===== config.mk =====
export PLATFORM = sky130hd
export DESIGN_NAME = uart_rx
export DESIGN_NICKNAME = d
export VERILOG_FILES = /design/src/rtl/uart_rx_pkg.sv /design/src/rtl/uart_rx_sync.sv /design/src/rtl/uart_rx.sv
export SDC_FILE = /design/constraint.sdc
export NUM_CORES = 1
export LEC_CHECK = 0
export CORE_ASPECT_RATIO = 2
export CORE_UTILIZATION = 45
export DETAILED_ROUTE_END_ITERATION = 16
export DONT_BUFFER_PORTS = 1
export GPL_TIMING_DRIVEN = 0
export SLEW_MARGIN = 5
export SYNTH_ARGS = -nofsm -noshare
export SYNTH_HDL_FRONTEND = slang
export SYNTH_SLANG_ARGS = --single-unit

===== constraint.sdc =====
create_clock -name clk -period 2.1 [get_ports clk]
set_input_delay 0.315 -clock clk [delete_from_list [all_inputs] [get_ports clk]]
set_output_delay 0.315 -clock clk [all_outputs]
set_load 0.05 [all_outputs]

===== src/rtl/uart_rx_pkg.sv =====
// rtl/uart_rx_pkg.sv - shared types and constants for the UART receiver
//
// Contents: receiver state enum, default oversample factor, data bits per frame.
// Optional feature macro: UART_RX_PARITY_EN adds the PARITY state.
package uart_rx_pkg;

    localparam int OVERSAMPLE_DEFAULT = 16;
    localparam int DATA_BITS          = 8;

    typedef enum logic [2:0] {
        ST_IDLE,
        ST_START,
        ST_DATA,
`ifdef UART_RX_PARITY_EN
        ST_PARITY,
`endif
        ST_STOP
    } uart_rx_state_e;

endpackage


===== src/rtl/uart_rx_sync.sv =====
// rtl/uart_rx_sync.sv - two-flop synchroniser for the asynchronous rx line
//
// Ports:
//   clk      in   system clock
//   rst      in   synchronous active-high reset, both flops reset to 1 (line idle)
//   async_in in   asynchronous input
//   sync_out out  input synchronised to clk, 2 clk latency
module uart_rx_sync (
    input  logic clk,
    input  logic rst,
    input  logic async_in,
    output logic sync_out
);

    logic meta_q;
    logic sync_q;

    always_ff @(posedge clk) begin
        if (rst) begin
            meta_q <= 1'b1;
            sync_q <= 1'b1;
        end else begin
            meta_q <= async_in;
            sync_q <= meta_q;
        end
    end

    assign sync_out = sync_q;

endmodule


===== src/rtl/uart_rx.sv =====
// rtl/uart_rx.sv - oversampling UART receiver, 8 data bits, 1 stop bit
//
// Parameters:
//   OVERSAMPLE  tick pulses per bit period
//   SYS_CLK_HZ  system clock frequency, informational (tick comes from outside)
// Ports:
//   clk        in   system clock
//   rst        in   synchronous active-high reset
//   tick       in   one-clk pulse at OVERSAMPLE x baud
//   rx         in   asynchronous serial line, idle high
//   rx_data    out  last correctly framed byte
//   rx_done    out  one-clk pulse when rx_data updates
//   rx_busy    out  high whenever a frame is in progress
//   frame_err  out  one-clk pulse on a bad stop bit
//   parity_err out  (UART_RX_PARITY_EN only) pulses with rx_done on an even-parity mismatch
// Optional feature macro: UART_RX_PARITY_EN.
module uart_rx
    import uart_rx_pkg::*;
#(
    parameter int OVERSAMPLE = OVERSAMPLE_DEFAULT,
    parameter int SYS_CLK_HZ = 100_000_000
) (
    input  logic                 clk,
    input  logic                 rst,
    input  logic                 tick,
    input  logic                 rx,
    output logic [DATA_BITS-1:0] rx_data,
    output logic                 rx_done,
    output logic                 rx_busy,
    output logic                 frame_err
`ifdef UART_RX_PARITY_EN
    ,
    output logic                 parity_err
`endif
);

    localparam int CW = $clog2(OVERSAMPLE);
    localparam logic [CW-1:0] TICK_HALF = CW'(OVERSAMPLE / 2 - 1);
    localparam logic [CW-1:0] TICK_LAST = CW'(OVERSAMPLE - 1);
    localparam logic [2:0]    BIT_LAST  = 3'(DATA_BITS - 1);

    // The half-bit start check and the counter width need at least a few ticks per bit.
    if (OVERSAMPLE < 4 || SYS_CLK_HZ < OVERSAMPLE) begin : g_cfg_check
        $error("uart_rx: OVERSAMPLE must be >= 4 and below SYS_CLK_HZ");
    end

    uart_rx_state_e       state_q;
    logic [CW-1:0]        tick_cnt_q;
    logic [CW-1:0]        tick_cnt_d;
    logic [2:0]           bit_cnt_q;
    logic [DATA_BITS-1:0] shift_q;
    logic [DATA_BITS-1:0] shift_d;
    logic                 rx_s;
    logic                 rx_prev_q;
    logic                 fall;
    logic                 at_last;
`ifdef UART_RX_PARITY_EN
    logic                 par_bad_q;
`endif

    uart_rx_sync u_sync (
        .clk      (clk),
        .rst      (rst),
        .async_in (rx),
        .sync_out (rx_s)
    );

    // rx_prev_q tracks rx_s every clk regardless of state, so a line that
    // stayed low (break) cannot look like a new start edge until it has risen.
    assign fall       = rx_prev_q & ~rx_s;
    assign at_last    = (tick_cnt_q == TICK_LAST);
    assign tick_cnt_d = at_last ? '0 : tick_cnt_q + 1'b1;
    assign shift_d    = {rx_s, shift_q[DATA_BITS-1:1]};
    assign rx_busy    = (state_q != ST_IDLE);

    always_ff @(posedge clk) begin
        if (rst) begin
            state_q    <= ST_IDLE;
            tick_cnt_q <= '0;
            bit_cnt_q  <= '0;
            shift_q    <= '0;
            rx_prev_q  <= 1'b1;
            rx_data    <= '0;
            rx_done    <= 1'b0;
            frame_err  <= 1'b0;
`ifdef UART_RX_PARITY_EN
            par_bad_q  <= 1'b0;
            parity_err <= 1'b0;
`endif
        end else begin
            rx_prev_q <= rx_s;
            rx_done   <= 1'b0;
            frame_err <= 1'b0;
`ifdef UART_RX_PARITY_EN
            parity_err <= 1'b0;
`endif
            case (state_q)
                ST_IDLE: begin
                    if (fall) begin
                        state_q    <= ST_START;
                        tick_cnt_q <= '0;
                    end
                end
                ST_START: begin
                    if (tick) begin
                        if (tick_cnt_q == TICK_HALF) begin
                            // Mid start bit: still low means a real frame,
                            // high means the edge was a glitch.
                            tick_cnt_q <= '0;
                            bit_cnt_q  <= '0;
                            state_q    <= rx_s ? ST_IDLE : ST_DATA;
                        end else begin
                            tick_cnt_q <= tick_cnt_d;
                        end
                    end
                end
                ST_DATA: begin
                    if (tick) begin
                        tick_cnt_q <= tick_cnt_d;
                        if (at_last) begin
                            shift_q   <= shift_d;
                            bit_cnt_q <= bit_cnt_q + 3'd1;
                            if (bit_cnt_q == BIT_LAST) begin
`ifdef UART_RX_PARITY_EN
                                state_q <= ST_PARITY;
`else
                                state_q <= ST_STOP;
`endif
                            end
                        end
                    end
                end
`ifdef UART_RX_PARITY_EN
                ST_PARITY: begin
                    if (tick) begin
                        tick_cnt_q <= tick_cnt_d;
                        if (at_last) begin
                            // Even parity: data bits plus parity bit XOR to 0.
                            par_bad_q <= rx_s ^ (^shift_q);
                            state_q   <= ST_STOP;
                        end
                    end
                end
`endif
                ST_STOP: begin
                    if (tick) begin
                        tick_cnt_q <= tick_cnt_d;
                        if (at_last) begin
                            if (rx_s) begin
                                rx_data <= shift_q;
                                rx_done <= 1'b1;
`ifdef UART_RX_PARITY_EN
                                parity_err <= par_bad_q;
`endif
                            end else begin
                                frame_err <= 1'b1;
                            end
                            // An edge coinciding with the return to idle starts the next frame.
                            if (fall) begin
                                state_q    <= ST_START;
                                tick_cnt_q <= '0;
                            end else begin
                                state_q <= ST_IDLE;
                            end
                        end
                    end
                end
                default: state_q <= ST_IDLE;
            endcase
        end
    end

endmodule

==> reports/qor.yml, run 1 <==
status:
  outcome: "finished, final reports clean"
logic_synthesis:
  syn_area_um2: 1410
  ys_types: 36
  synth_cells: 162
  yosysSeqAreaShare: 0.425
  ys_seq_elements: 30
  async_flop_share: 0
  avgSynthCellArea_um2: 8.72
  ys_warn_count: 0
  syn_nets: 169
  ys.flop_type: "dfxtp_1"
  synth_edf_count: 0
timing:
  slew_viol_final: 0
  finalCritPeriodShare: 0.841
  skew_ns: 0.00381
  setup-tns-final_ns: 0
  tightest_slew_ns: 0.530
  slew_headroom: 0.646
  hold_viol_final: 0
  clock.fmax_mhz: 567
  setup_viol: 0
  rsz0062_at_grt: "false"
  fin_crit_ns: 1.77
worst_setup_path:
  reg2reg_depth: 5
  regToRegEndpoint: "bit_cnt_q[0]$_SDFFE_PP0P_"
  end_kind: "register"
  timing.critical_path.to: "bit_cnt_q[0]$_SDFFE_PP0P_"
  worst-path-max-fanout: 10
  crit_start: "tick_cnt_q[0]$_SDFFE_PP0P_"
  crit_required_ns: 2.27
  crit_type: "register to register"
  regToRegSetupSlack_ns: 0.33
  r2r-start: "tick_cnt_q[0]$_SDFFE_PP0P_"
  crit_arrival_ns: 1.93
  start_kind: "register"
cells_and_area:
  final.fill_count: 286
  multi_input_area_um2: 707
  drive_above_1_share: 0.167
  final_nets: 176
  syn_to_final_growth_pct: 8.50
  diodes: 0
  register_area_um2: 601
  finish.instance_area_um2: 1530
  instances_no_fill: 198
  final_util: 0.515
cts:
  numClockSinks: 30
  clkTransAtPathRegs_ns: 0.06
  numCtsBuffers: 5
  hold_buffers: 0
  htreeDepth: 2
  root_buffer: "clkbuf_8"
  post_cts_buffers: 0
  ctsResizeCount: 0
  clock_path_buffers: 2
  cts_tree: "yes"
  clock_latency_ns: 0.28
job:
  maxCapViolCount: 0
grt:
  track_usage: 0.223
  grt_pass1_wl_um: 5640
  antenna_found_initial: 0
  grt.overflow.total: 0
  first_global_vias: 1207
  grt_max_degree: 11
drt:
  num_vias: 1252
  via_per_inst: 6.32
  drt_iter0_drc: 35
  routed.top_layer: "met4"
  drc: 0
  wl_met1_um: 1290
  wl_per_cell_um: 17.2
  ant_nets: 0
  wl_um: 3400
  wl_met2_um: 1810
  first_pass_iters: 4
  met3_wirelength_um: 134
power:
  p_leak_nw: 0.539
  irDropWorstVdd_uv: 566
  power.density_nw_per_um2: 707
placed_design:
  post_dp_cell_area_um2: 1450
  portBuffers: 0
  place.gp.congestion: 0.846
  dp_hpwl_um: 2470
  placed_cells: 192
floorplanning:
  dieArea_um2: 3380
  die_x_um: 41.6
  pin_count: 15
  core_area_um2: 2980
  die_h_um: 81.2
  start_util: 0.474
  rows: 28
min_path:
  hold_class: "primary input to register"
  worstHoldStart: "rx"
-- cells in the mapped netlist (all sizes together) (3+ instances only) --
| cell type | n | area [um2] |
|---|---|---|
| dfxtp | 30 | 601 |
| nand3 | 15 | 75.1 |
| a21oi | 14 | 73.8 |
| clkbuf | 10 | 37.5 |
| inv | 10 | 37.5 |
| o21ai | 10 | 50.1 |
| a311oi | 8 | 70.1 |
| a31o | 8 | 70.1 |
| buf | 6 | 30.0 |
| nor2b | 5 | 31.3 |
| nand2 | 4 | 15.0 |
| nand4 | 4 | 25.0 |
| or2 | 4 | 25.0 |
| and3 | 3 | 18.8 |
| ha | 3 | 37.5 |
| nand2b | 3 | 18.8 |
| nor2 | 3 | 11.3 |
-- layer usage --
layer,vias up,GRT usage
li1,599,-
met2,38,0.386
met3,15,0.0511
met1,600,0.227
met4,0,0.171
met5,-,0
-- kinds of logic (layout without fill, tap and decap cells) --
| logic type | count (synthesis) | in the layout | share of synthesized area |
|---|---|---|---|
| AOI/OAI and AO/OA | 50 | 50 | 0.244 |
| adders and majority gates | 3 | 3 | 0.0266 |
| buffers and inverters | 26 | 32 | 0.0744 |
| DFF | 30 | 30 | 0.425 |
| muxes | 3 | 3 | 0.0221 |
| and+or+nand+nor | 50 | 50 | 0.208 |
-- where the power goes --
group	internal [mW]	switching [mW]	leakage [nW]
clock	0.252	0.195	0.0431
combinational	0.0182	0.0387	0.254
sequential	0.575	0.00509	0.242
-- flip-flops by register name, summed over array words and instances (netlist names) --
signal and cells:
u_sync.meta_q 1, state_q 2, u_sync.sync_out 1, rx_done 1, frame_err 1, shift_q 8
rx_prev_q 1, rx_data 8, tick_cnt_q 4, bit_cnt_q 3
-- final cells by class --
class | instances | area share
multi-input cells | 106 | 0.461
flip-flops and latches | 30 | 0.392
clock buffers | 6 | 0.0539
plain buffers | 16 | 0.0441
inverters | 10 | 0.0245
well taps | 30 | 0.0245
-- worst min path at each step --
stage,end,cells after the start
after floorplan,u_sync.sync_out$_SDFF_PP1_,1
after global placement,u_sync.sync_out$_SDFF_PP1_,1
after detailed placement,u_sync.sync_out$_SDFF_PP1_,1
after CTS,u_sync.meta_q$_SDFF_PP1_,1
after global routing,u_sync.meta_q$_SDFF_PP1_,1
final,u_sync.meta_q$_SDFF_PP1_,1
-- critical path, cell delays in order, from the launching register on --
cell	delay, ns
dfxtp_1	0.38
ha_1	0.18
clkbuf_1	0.36
nand3_1	0.15
a21oi_2	0.23
mux2_2	0.36
-- cell usage in the layout (no fill, tap or decap), types with 3 or more instances in the layout --
cell      count
a21oi_1      13
a311oi_1      8
a31o_2        8
and3_1        3
buf_2         6
clkbuf_1     10
clkbuf_8      6
dfxtp_1      30
ha_1          3
inv_1        10
nand2_1       4
nand2b_1      3
nand3_1      15
nand4_1       4
nor2_1        3
nor2b_1       5
o21ai_0      10
or2_2         4
-- stage by stage --
stage               worst slack, ns  hold WS, ns  total power [mW]
floorplan                     0.563        0.389             0.635
global placement              0.370        0.391             0.648
detailed placement            0.350        0.398             0.649
CTS                           0.332        0.134              1.10
global route                 0.0740        0.128              1.13
finish                        0.335        0.139              1.08
(Power assumes the default switching activity.)
==> inputs of run 2 (changes only) <==
Clock period 2.1 ns to 1.4 ns, I/O delays scaled along.
==> run 2 against run 1 <==
  * Non-clock buffer count grew 2
  * Setup slack lost 0.32 ns
  * Sequential power grew 50%
  * Highest routed layer unchanged
==> reports/qor.yml, run 2 (synthesis results as in run 1) <==
status:
  outcome: "finished, final reports clean"
power:
  power.total_mw: 1.64  # +51%
  p_leak_nw: 0.580  # +7.5%
  swShare: 0.220  # -0.000555
  pwr-share-seq: 0.532  # -0.003
  power_frac_clock: 0.408  # -0.004
  combPwrFrac: 0.060  # +0.007
  p_int_mw: 1.28  # +51%
  power_switching_mw: 0.360  # +51%
  irDropWorstVdd_uv: 900  # +59%
  power.density_nw_per_um2: 989  # +40%
cts:
  root_buffer: "clkbuf_8"
  hold_buffers: 0  # unchanged
  clock_latency_ns: 0.28  # about the same
  numCtsBuffers: 5  # unchanged
  clkTransAtPathRegs_ns: 0.06  # about the same
  cts_tree: "yes"
  clock_path_buffers: 2  # unchanged
  htreeDepth: 2  # unchanged
  numClockSinks: 30  # unchanged
min_path:
  hold_class: "primary input to register"
cells_and_area:
  largest_registers: "rx_data x8, shift_q x8, tick_cnt_q x4"
  final_util: 0.555  # +0.0408
  drive_above_1_share: 0.300  # +0.133
  layout_common_cells: "dfxtp_1 (26), nand3_1 (15), a21oi_1 (13)"
  final.fill_count: 274  # -4.2%
  syn_to_final_growth_pct: 17.1
  diodes: 0  # unchanged
  final_nets: 178  # +1.1%
  final_common_cell: "dfxtp_1"
worst_setup_path:
  crit_required_ns: 1.56  # -0.71 ns
  regToRegSetupSlack_ns: 0.01  # -0.32 ns
  start_kind: "register"
  end_kind: "register"
  crit_chain: "or3b_4, a21oi_2, mux2_4"
  crit_arrival_ns: 1.55  # -0.38 ns
  crit_type: "register to register"
  worst-path-max-fanout: 5  # -5
  slowest_stage: "or3b_4"
  cpPeakStageDelay_ns: 0.38  # about the same
placed_design:
  portBuffers: 0  # unchanged
  place.gp.congestion: 0.822  # -2.8%
  dp_hpwl_um: 2500  # +1.3%
floorplanning:
  die_h_um: 81.2  # unchanged
  core_area_um2: 2980  # unchanged
  rows: 28  # unchanged
  dieArea_um2: 3380  # unchanged
  die_x_um: 41.6  # unchanged
  pin_count: 15  # unchanged
  start_util: 0.474  # unchanged
grt:
  first_global_vias: 1208  # +0.083%
  track_usage: 0.225  # +0.00229
  use_met3: 0.0556  # +0.00444
  grt.overflow.total: 0  # unchanged
  grt_pass1_wl_um: 5730  # +1.7%
  top_usage_layer: "met2"
  met1_usage: 0.227  # unchanged
  use_met2: 0.423  # +0.0375
  antenna_found_initial: 0  # unchanged
  grt_max_degree: 11  # unchanged
timing:
  hold_viol_final: 0  # unchanged
  slew_headroom: 0.632  # -0.0138
  rsz0062_at_grt: "true"
  finalCritPeriodShare: 0.990  # +0.149
  tightest_slew_ns: 0.551  # +0.0207 ns
  setup-tns-final_ns: 0  # unchanged
  timing.hold.ws_ns: 0.0302  # -0.109 ns
  setup_viol: 0  # unchanged
  fin_crit_ns: 1.39  # -0.380 ns
  clock.fmax_mhz: 722  # +27%
  skew_ns: 0.00591  # +0.00210 ns
  slew_viol_final: 0  # unchanged
drt:
  via_per_inst: 6.42  # +1.5%
  num_vias: 1283  # +2.5%
  wl_um: 3700  # +8.6%
  ant_nets: 0  # unchanged
  drt_iter0_drc: 38  # +8.6%
  wl_per_cell_um: 18.5  # +7.5%
  first_pass_iters: 4  # unchanged
  drc: 0  # unchanged
job:
  maxCapViolCount: 0  # unchanged
[run 2: cell types whose count changed in the layout (fill, tap and decap cells not counted), moves of 4 or more]
cell      change
clkbuf_1      -7
a311oi_1      -4
a311oi_2      +4
buf_4         +4
dfxtp_1       -4
dfxtp_2       +4
[run 2: layout make-up]
cell class	instances	area, um2	share of cell area
multi-input combinational	106	767	0.464
sequential	30	606	0.366
buffer	14	93.8	0.0567
clock buffer	6	82.6	0.0499
inverter	10	37.5	0.0227
tap	30	37.5	0.0227
timing repair buffer	4	30.0	0.0182
[run 2: power by group through the flow]
stage	registers, mW	logic, mW	clock network [mW]
final	0.871	0.0984	0.667
after CTS	0.870	0.0915	0.678
after global routing	0.871	0.106	0.718
after detailed placement	0.889	0.0850	0
after floorplan	0.886	0.0670	0
after global placement	0.888	0.0835	0
[run 2: per-stage QoR]
step                instance area [um2]  setup slack (ns)  cells
floorplan                          1420            0.0180    162
global placement                   1460            -0.208    192
detailed placement                 1460            -0.234    192
CTS                                1590           0.00728    200
global route                       1650           -0.0194    200
finish                             1650            0.0144    200
[run 2: worst max-delay path, delay by kind of cell, from the launching register on]
family | cells | cell delay (ns)
flip-flops | 1 | 0.37
multiplexers | 1 | 0.33
AND/OR/NAND/NOR | 1 | 0.38
AO/OA/AOI/OAI | 1 | 0.19
[run 2: per-layer routing]
layer | part of all wire | routed length [um]
met4 | 0.021 | 79
met1 | 0.37 | 1360
met3 | 0.044 | 162
met5 | 0 | 0
met2 | 0.57 | 2100
[run 2: worst paths after layout]
path	start	end	cells past startpoint
setup / recovery	state_q[0]$_SDFFE_PP0P_	bit_cnt_q[0]$_SDFFE_PP0P_	3
setup reg to reg	state_q[0]$_SDFFE_PP0P_	bit_cnt_q[0]$_SDFFE_PP0P_	3
hold reg to reg	u_sync.meta_q$_SDFF_PP1_	u_sync.sync_out$_SDFF_PP1_	1
hold / removal	rx	u_sync.meta_q$_SDFF_PP1_	1
[run 2: timing repair]
item,in CTS,in global routing
pin swaps,2,3
gates cloned,0,0
endpoints found under the hold margin,0,0
setup buffers,4,0
resized for setup,15,24
endpoints found under the setup margin,24,17
